**config.mk**
```make
export PLATFORM = sky130hd
export DESIGN_NAME = hazard_scoreboard
export DESIGN_NICKNAME = d
export VERILOG_FILES = /design/src/rtl/hazard_scoreboard.sv
export SDC_FILE = /design/constraint.sdc
export NUM_CORES = 1
export LEC_CHECK = 0
export CAP_MARGIN = 25
export CORE_MARGIN = 4
export CORE_UTILIZATION = 50
export CTS_BUF_LIST = sky130_fd_sc_hd__clkbuf_4 sky130_fd_sc_hd__clkbuf_8 sky130_fd_sc_hd__clkbuf_16
export DETAILED_ROUTE_END_ITERATION = 8
export PLACE_DENSITY_LB_ADDON = 0.12
export SLEW_MARGIN = 20
export SYNTH_ARGS = -nofsm -noshare
export SYNTH_HDL_FRONTEND = slang
export SYNTH_SLANG_ARGS = --single-unit
```
**constraint.sdc**
```tcl
create_clock -name clk -period 13.85 [get_ports clk]
set_input_delay 2.77 -clock clk [delete_from_list [all_inputs] [get_ports clk]]
set_output_delay 2.77 -clock clk [all_outputs]
set_load 0.005 [all_outputs]
```
**src/rtl/hazard_scoreboard.sv**
```systemverilog
// ---------------------------------------------------------------------------
// hazard_scoreboard
//
// Per-register producer scoreboard for an in-order pipeline with fixed
// write-back age. For every architectural register it tracks whether an
// in-flight producer exists, how many cycles ago it issued (age) and how
// many cycles that producer needs before its result can be forwarded (lat).
// From that state it decides, for the instruction waiting in ID, whether it
// must stall and, if not, which pipeline register to forward each operand
// from.
//
// Ports
//   clk          in   clock, all state updates on the rising edge
//   rst          in   synchronous active-high reset
//   id_valid     in   a valid instruction sits in ID/EX-issue
//   id_rs/id_rt  in   source register numbers (REG_AW bits each)
//   id_rs_en     in   rs is actually read
//   id_rt_en     in   rt is actually read
//   id_rd        in   destination register (REG_AW bits)
//   id_regWrite  in   the instruction writes id_rd
//   id_lat       in   producer latency 1..MAX_LAT (SW bits)
//   id_flush     in   squash the ID instruction this cycle
//   stall        out  hold ID, nothing issues this cycle
//   fwdA_sel     out  rs operand source: 0 = regfile, k = k stages past issue
//   fwdB_sel     out  rt operand source, same encoding
//   issue        out  the ID instruction enters EX this cycle
//   stall_cnt    out  saturating count of stall cycles (CNT_W bits)
// ---------------------------------------------------------------------------
module hazard_scoreboard #(
    parameter int REG_AW  = 4,
    parameter int MAX_LAT = 4,
    parameter int CNT_W   = 16,
    parameter int SW      = $clog2(MAX_LAT + 1)
) (
    input  logic              clk,
    input  logic              rst,
    input  logic              id_valid,
    input  logic [REG_AW-1:0] id_rs,
    input  logic [REG_AW-1:0] id_rt,
    input  logic              id_rs_en,
    input  logic              id_rt_en,
    input  logic [REG_AW-1:0] id_rd,
    input  logic              id_regWrite,
    input  logic [SW-1:0]     id_lat,
    input  logic              id_flush,
    output logic              stall,
    output logic [SW-1:0]     fwdA_sel,
    output logic [SW-1:0]     fwdB_sel,
    output logic              issue,
    output logic [CNT_W-1:0]  stall_cnt
);

    localparam int NREG = 1 << REG_AW;
    localparam logic [SW-1:0]     AGE_LAST = SW'(MAX_LAT);
    localparam logic [SW-1:0]     SW_ZERO  = {SW{1'b0}};
    localparam logic [SW-1:0]     SW_ONE   = {{(SW-1){1'b0}}, 1'b1};
    localparam logic [REG_AW-1:0] REG_ZERO = {REG_AW{1'b0}};
    localparam logic [CNT_W-1:0]  CNT_ONE  = {{(CNT_W-1){1'b0}}, 1'b1};

    // Scoreboard state, one entry per architectural register.
    logic              valid_r [NREG];
    logic [SW-1:0]     age_r   [NREG];
    logic [SW-1:0]     lat_r   [NREG];
    logic [CNT_W-1:0]  stall_cnt_r;

    // Source lookup results for the instruction in ID.
    logic              rs_hit_s;
    logic              rt_hit_s;
    logic              rs_haz_s;
    logic              rt_haz_s;
    logic              stall_s;
    logic              issue_s;
    logic              load_en_s;
    logic [SW-1:0]     fwd_a_s;
    logic [SW-1:0]     fwd_b_s;

    // Hazard detection and forward-select decode from pre-update state, so
    // an instruction reading its own destination sees the older producer.
    always_comb begin
        rs_hit_s  = 1'b0;
        rt_hit_s  = 1'b0;
        rs_haz_s  = 1'b0;
        rt_haz_s  = 1'b0;
        fwd_a_s   = SW_ZERO;
        fwd_b_s   = SW_ZERO;

        rs_hit_s = id_rs_en & (id_rs != REG_ZERO) & valid_r[id_rs];
        rt_hit_s = id_rt_en & (id_rt != REG_ZERO) & valid_r[id_rt];

        // A producer is still in flight until its age reaches its latency.
        rs_haz_s = rs_hit_s & (age_r[id_rs] < lat_r[id_rs]);
        rt_haz_s = rt_hit_s & (age_r[id_rt] < lat_r[id_rt]);

        if (rs_hit_s && !rs_haz_s) begin
            fwd_a_s = age_r[id_rs];
        end else begin
            fwd_a_s = SW_ZERO;
        end

        if (rt_hit_s && !rt_haz_s) begin
            fwd_b_s = age_r[id_rt];
        end else begin
            fwd_b_s = SW_ZERO;
        end
    end

    // Stall, issue and entry-load enable; a flushed instruction still
    // reports its stall but never issues or allocates an entry.
    always_comb begin
        stall_s   = 1'b0;
        issue_s   = 1'b0;
        load_en_s = 1'b0;

        stall_s   = id_valid & (rs_haz_s | rt_haz_s);
        issue_s   = id_valid & ~stall_s & ~id_flush;
        load_en_s = issue_s & id_regWrite & (id_rd != REG_ZERO);
    end

    assign stall    = stall_s;
    assign issue    = issue_s;
    assign fwdA_sel = fwd_a_s;
    assign fwdB_sel = fwd_b_s;
    assign stall_cnt = stall_cnt_r;

    // Entry update: a new producer overwrites the entry (it is always the
    // youngest), otherwise valid entries age and retire at write-back.
    always_ff @(posedge clk) begin
        for (int i = 0; i < NREG; i++) begin
            if (rst) begin
                valid_r[i] <= 1'b0;
                age_r[i]   <= SW_ZERO;
                lat_r[i]   <= SW_ZERO;
            end else if (load_en_s && (REG_AW'(i) == id_rd)) begin
                valid_r[i] <= 1'b1;
                age_r[i]   <= SW_ONE;
                lat_r[i]   <= id_lat;
            end else if (valid_r[i]) begin
                if (age_r[i] == AGE_LAST) begin
                    valid_r[i] <= 1'b0;
                    age_r[i]   <= SW_ZERO;
                    lat_r[i]   <= SW_ZERO;
                end else begin
                    age_r[i]   <= age_r[i] + SW_ONE;
                end
            end
        end
    end

    // Saturating stall-cycle counter.
    always_ff @(posedge clk) begin
        if (rst) begin
            stall_cnt_r <= {CNT_W{1'b0}};
        end else if (stall_s && !(&stall_cnt_r)) begin
            stall_cnt_r <= stall_cnt_r + CNT_ONE;
        end
    end

endmodule

```
# Word-level counts from Yosys, hierarchy flattened
# Memory sizes are Yosys's and may differ from the RTL's.
# Index checks and enable logic that the tools add are counted.
dict set report totals {
  ff_bits 16
  mem_bits_rw 112
  input_bits 22
  out_inout_bits 24
  wordCells 531
  mem_count 3
}
# name depth width rd rd_ports_with_merged_regs write_ports line_no
set mem_list {}
lappend mem_list {age_r 16 3 18 0 16 62} ;# logic [SW-1:0] age_r [NREG];
lappend mem_list {lat_r 16 3 2 0 16 63} ;# logic [SW-1:0] lat_r [NREG];
lappend mem_list {valid_r 16 1 18 0 16 61} ;# logic valid_r [NREG];
dict set report op_classes {
  add_sub_neg 17
  order_cmp 2
  n_eq_ne 31
  mux 324
  bitwise 126
  reduce_logical 27
}
# op count
set ops {}
lappend ops {{2-to-1 mux 3 bit} 82}
lappend ops {{2-to-1 mux 1 bit} 242}
lappend ops {{OR 1 bit} 113}
lappend ops {{adder 3 x 1 -> 3 bit (second input constant)} 16}
lappend ops {{== test 3 bit (second input constant)} 16}
lappend ops {{== test 4 bit (first input constant)} 8}
lappend ops {{logical AND 1 bit} 19}
lappend ops {{adder 16 x 1 -> 16 bit (second input constant)} 1}
lappend ops {{== test 3 x 4 -> 1 bit (first input constant)} 4}
lappend ops {{AND reduction 16 bit} 1}
lappend ops {{nonzero test 4 bit} 3}
lappend ops {{bitwise AND 1 bit} 11}
lappend ops {{== test 2 x 4 -> 1 bit (first input constant)} 2}
lappend ops {{less-than comparator 3 bit} 2}
lappend ops {{== test 1 x 4 -> 1 bit (first input constant)} 1}
lappend ops {{logical NOT 4 bit} 1}
lappend ops {{logical NOT 1 bit} 3}
lappend ops {{NOT 1 bit} 2}

# Logic depth before layout (Yosys ltp)
dict set report logic_depth {
  depth_word 18
  mapped_depth 16
}

# Worst setup path before layout
# No wires, ideal clock.
dict set report synth_path {
  kind {input to output}
  startpoint {input id_rs[0]}
  endpoint {output issue}
  arrival_time_ps 6213
  path_slack_ps 4867
  path_stages 13
  path_cell_list {clkbuf_1 > buf_2 > buf_1 > mux4_2 > mux4_2 > inv_1 > ha_1 > a21oi_1 > nand2_1 > or3_1 > a21oi_4 > nor4b_4 > buf_2}
}
dict set report synth_between {
  elab_chain_cells 9
}
# item line_no
set synth_rtl {}
lappend synth_rtl {{from (decl)} 38} ;# input logic [REG_AW-1:0] id_rs,
lappend synth_rtl {{parallel branches: the longest is 3 deep, another holds memory (16 x 3 bit)} --}
lappend synth_rtl {{bitwise AND 1 bit *} 91} ;# rs_haz_s = rs_hit_s & (age_r[id_rs] < lat_r[id_rs]);
lappend synth_rtl {{OR 1 bit *} 114} ;# stall_s = id_valid & (rs_haz_s | rt_haz_s);
lappend synth_rtl {{bitwise AND 1 bit *} 114}
lappend synth_rtl {{NOT 1 bit *} 115} ;# issue_s = id_valid & ~stall_s & ~id_flush;
lappend synth_rtl {{bitwise AND 1 bit * (2 in a row)} 115}
lappend synth_rtl {{to (decl)} 49} ;# output logic issue,
# Every way passes the cells marked *.

# Final worst setup path
dict set report layout_path {
  startpoint {input id_rt[1]}
  endpoint {output issue}
}
dict set report layout_between {
  elab_chain_cells 9
}
# item line_no
set layout_rtl {}
lappend layout_rtl {{from (decl)} 39} ;# input logic [REG_AW-1:0] id_rt,
lappend layout_rtl {{parallel branches: the longest is 3 deep, another holds memory (16 x 3 bit)} --}
lappend layout_rtl {{bitwise AND 1 bit *} 92} ;# rt_haz_s = rt_hit_s & (age_r[id_rt] < lat_r[id_rt]);
lappend layout_rtl {{OR 1 bit *} 114}
lappend layout_rtl {{bitwise AND 1 bit *} 114}
lappend layout_rtl {{NOT 1 bit *} 115}
lappend layout_rtl {{bitwise AND 1 bit * (2 in a row)} 115}
# Marked as above.

==> results.toml <==
[place]
dpl-instance-area_mm2 = 0.00888
dp_hpwl_mm = 16.3
finalWeightedCongestion = 0.895
io_buffer_count = 45

[worst_setup_path]
crit_type = "in -> out"
cp.required_ns = 11.08
r2r_end = "valid_r[1]"
worstPathMaxFanout = 29
reg2reg_slack_ns = 9.65
critPathArrivalTime_ns = 6.84
start_kind = "input port"
reg2reg_depth = 10
r2r_start = "age_r[7][2]"
critPathCaptureType = "primary output"

[synthesis]
netlist_top_cells_area = "edfxtp_1, mux4_2, ha_1"
synth_largest_area_cell = "edfxtp_1"
synth_edf_count = 112
ys_seq_area_share_pct = 44.4
ys_ff_latch = 128
synth_ff_type = "edfxtp_1"
synthCells = 694
avgSynthCellArea_um2 = 11.9
postSynth.asyncResetShare_pct = 0
syn_area_mm2 = 0.00829
netlist.area_leader.share_pct = 40.6
ys_types = 58
synth_commonest_cells = "edfxtp_1, mux4_2, nand2_1, inv_1, ha_1"
synth_warnings = 0
synth.most_common_cell = "edfxtp_1"

[finish]
final_area_mm2 = 0.00949
n_antenna_cell = 0
drive_gt1_share_pct = 16.1
nets = 791
syn_to_final_growth_pct = 14.5

[min_path]
hold_end = "stall_cnt[15]"
hold_path_startpoint = "stall_cnt[15]"
holdPathStages = 2
hold_path_class = "reg -> reg"

[sta]
finalSetupViolCount = 0
fmax_ghz = 0.104
skew_ns = 0.00825
worst_hold_slack_ns = 0.496
slew_violations = 0
setup_tns_ns = 0
final_hold_viol_count = 0
tightest_slew_ns = 0.917
finalCritPeriodShare_pct = 69.4
rsz0062_at_grt = "no"
slew_headroom_pct = 38.7
period_minus_slack_ns = 9.61

[clock_network]
clk_latency_ns = 0.43
cts-root-buf = "clkbuf_16"
clk_pin_slew_ns = 0.05
cts_inserted_buffers = 17
cts_resized = 0
cts_sinks = 128
post_cts_buffers = 0
clockBufferDepth = 2
postCtsHoldBufs = 0
cts_max_level = 4
cts_tree = "done"

[run_status]
status = "finished, final reports clean"

[global_route]
grt_pass1_wl_mm = 33.1
grt_max_degree = 62
gr-total-overflow = 0
grt_pass1_vias = 5810
grt.total_usage_pct = 24.1
antenna_found_initial = 0

[routing]
drtAntennaViolNets = 0
drc = 0
viasPerCell = 6.22
wl_mm = 21.4
drt_iter0_drc = 535
dr.pass1.iters = 5
routedWlPerCell_um = 22.3
vias = 5981

[power_and_ir_drop]
irDropWorstVdd_v = 0.0000884
power_density_mw_per_mm2 = 113
leakagePower_nw = 3.60
power_mw = 1.07

[floorplan]
fp.coreArea_mm2 = 0.0161
fp.dieH_um = 137
die_x_um = 137
dieArea_mm2 = 0.0187
ioPinCount = 46
row_count = 46
initial_core_util_pct = 51.6

[run]
maxCapViolCount = 0
how the worst max path moves through the flow:
| stage | startpoint | endpoint |
|---|---|---|
| after detailed placement | id_rt[1] | issue |
| after global routing | id_rt[0] | issue |
| after global placement | id_rt[1] | issue |
| after CTS | id_rt[1] | issue |
| after floorplan | id_rs[0] | issue |
| final | id_rt[1] | issue |
worst max-delay path, cell delays in order:
cell and delay (ns):
clkdlybuf4s50_1 0.48, buf_4 0.40, mux4_2 0.56, mux4_2 0.49, ha_1 0.32, a21o_1 0.15
nor2_1 0.06, a31oi_2 0.27, a21oi_4 0.11, nor4b_4 0.29, buf_4 0.33, clkdlybuf4s50_1 0.58
cell type report:
class	instances	area, µm²
clock buffer	24	537
fill	1297	6570
tap	216	270
clock inverter	8	71.3
sequential	128	3680
timing repair buffer	50	478
multi-input combinational	486	4270
inverter	49	184
flip-flops by register name, indices dropped and copies added, names as in the netlist:
name,cells
lat_r,48
valid_r,16
age_r,48
stall_cnt,16
layer usage:
metal | GRT usage [%] | wire length (µm) | up-vias
met5 | 0 | 0 | -
met4 | 10.4 | 813 | 0
met3 | 6.54 | 1850 | 44
met2 | 37.4 | 9870 | 270
met1 | 31.9 | 8910 | 2928
li1 | - | - | 2739
cell families after synthesis:
group                    after synthesis  synth area share (%)
AND/OR/NAND/NOR                      279                  18.8
flip-flops                           128                  44.4
multiplexers                          95                  21.1
buffers and inverters                 83                  4.18
AO/OA/AOI/OAI                         70                  5.75
adder cells (fa/ha/maj)               37                  5.59
other                                  1                0.0452
XOR/XNOR                               1                 0.106
through the flow:
stage	utilization (%)	worst slack, ns	cells
floorplan	-	4.87	697
global placement	55.3	4.32	929
detailed placement	55.3	4.28	929
CTS	59.1	4.28	961
global route	59.1	4.06	961
finish	59.1	4.24	961
where the power goes:
| group | total [mW] | internal [mW] | switching, mW | leakage (nW) |
|---|---|---|---|---|
| Sequential | 0.466 | 0.440 | 0.0260 | 1.31 |
| Combinational | 0.142 | 0.0680 | 0.0743 | 1.98 |
| Clock | 0.459 | 0.289 | 0.170 | 0.310 |
| Total | 1.07 | 0.797 | 0.271 | 3.60 |
layout by cell type, fill, tap and decap left out, drive strengths merged, types with 7 or more instances in the layout:
| master | count |
|---|---|
| a21oi | 18 |
| clkdlybuf4s50 | 43 |
| mux2i | 26 |
| nand2b | 31 |
| and3 | 23 |
| mux2 | 7 |
| mux4 | 62 |
| inv | 50 |
| edfxtp | 112 |
| and4 | 15 |
| and2 | 27 |
| a31oi | 16 |
| o21ai | 13 |
| or3 | 14 |
| nor2 | 31 |
| clkbuf | 24 |
| buf | 7 |
| ha | 37 |
| nand3 | 26 |
| nor3 | 23 |
| nand2 | 60 |
| dfxtp | 16 |
No activity file was read; power rests on OpenSTA's default activity.
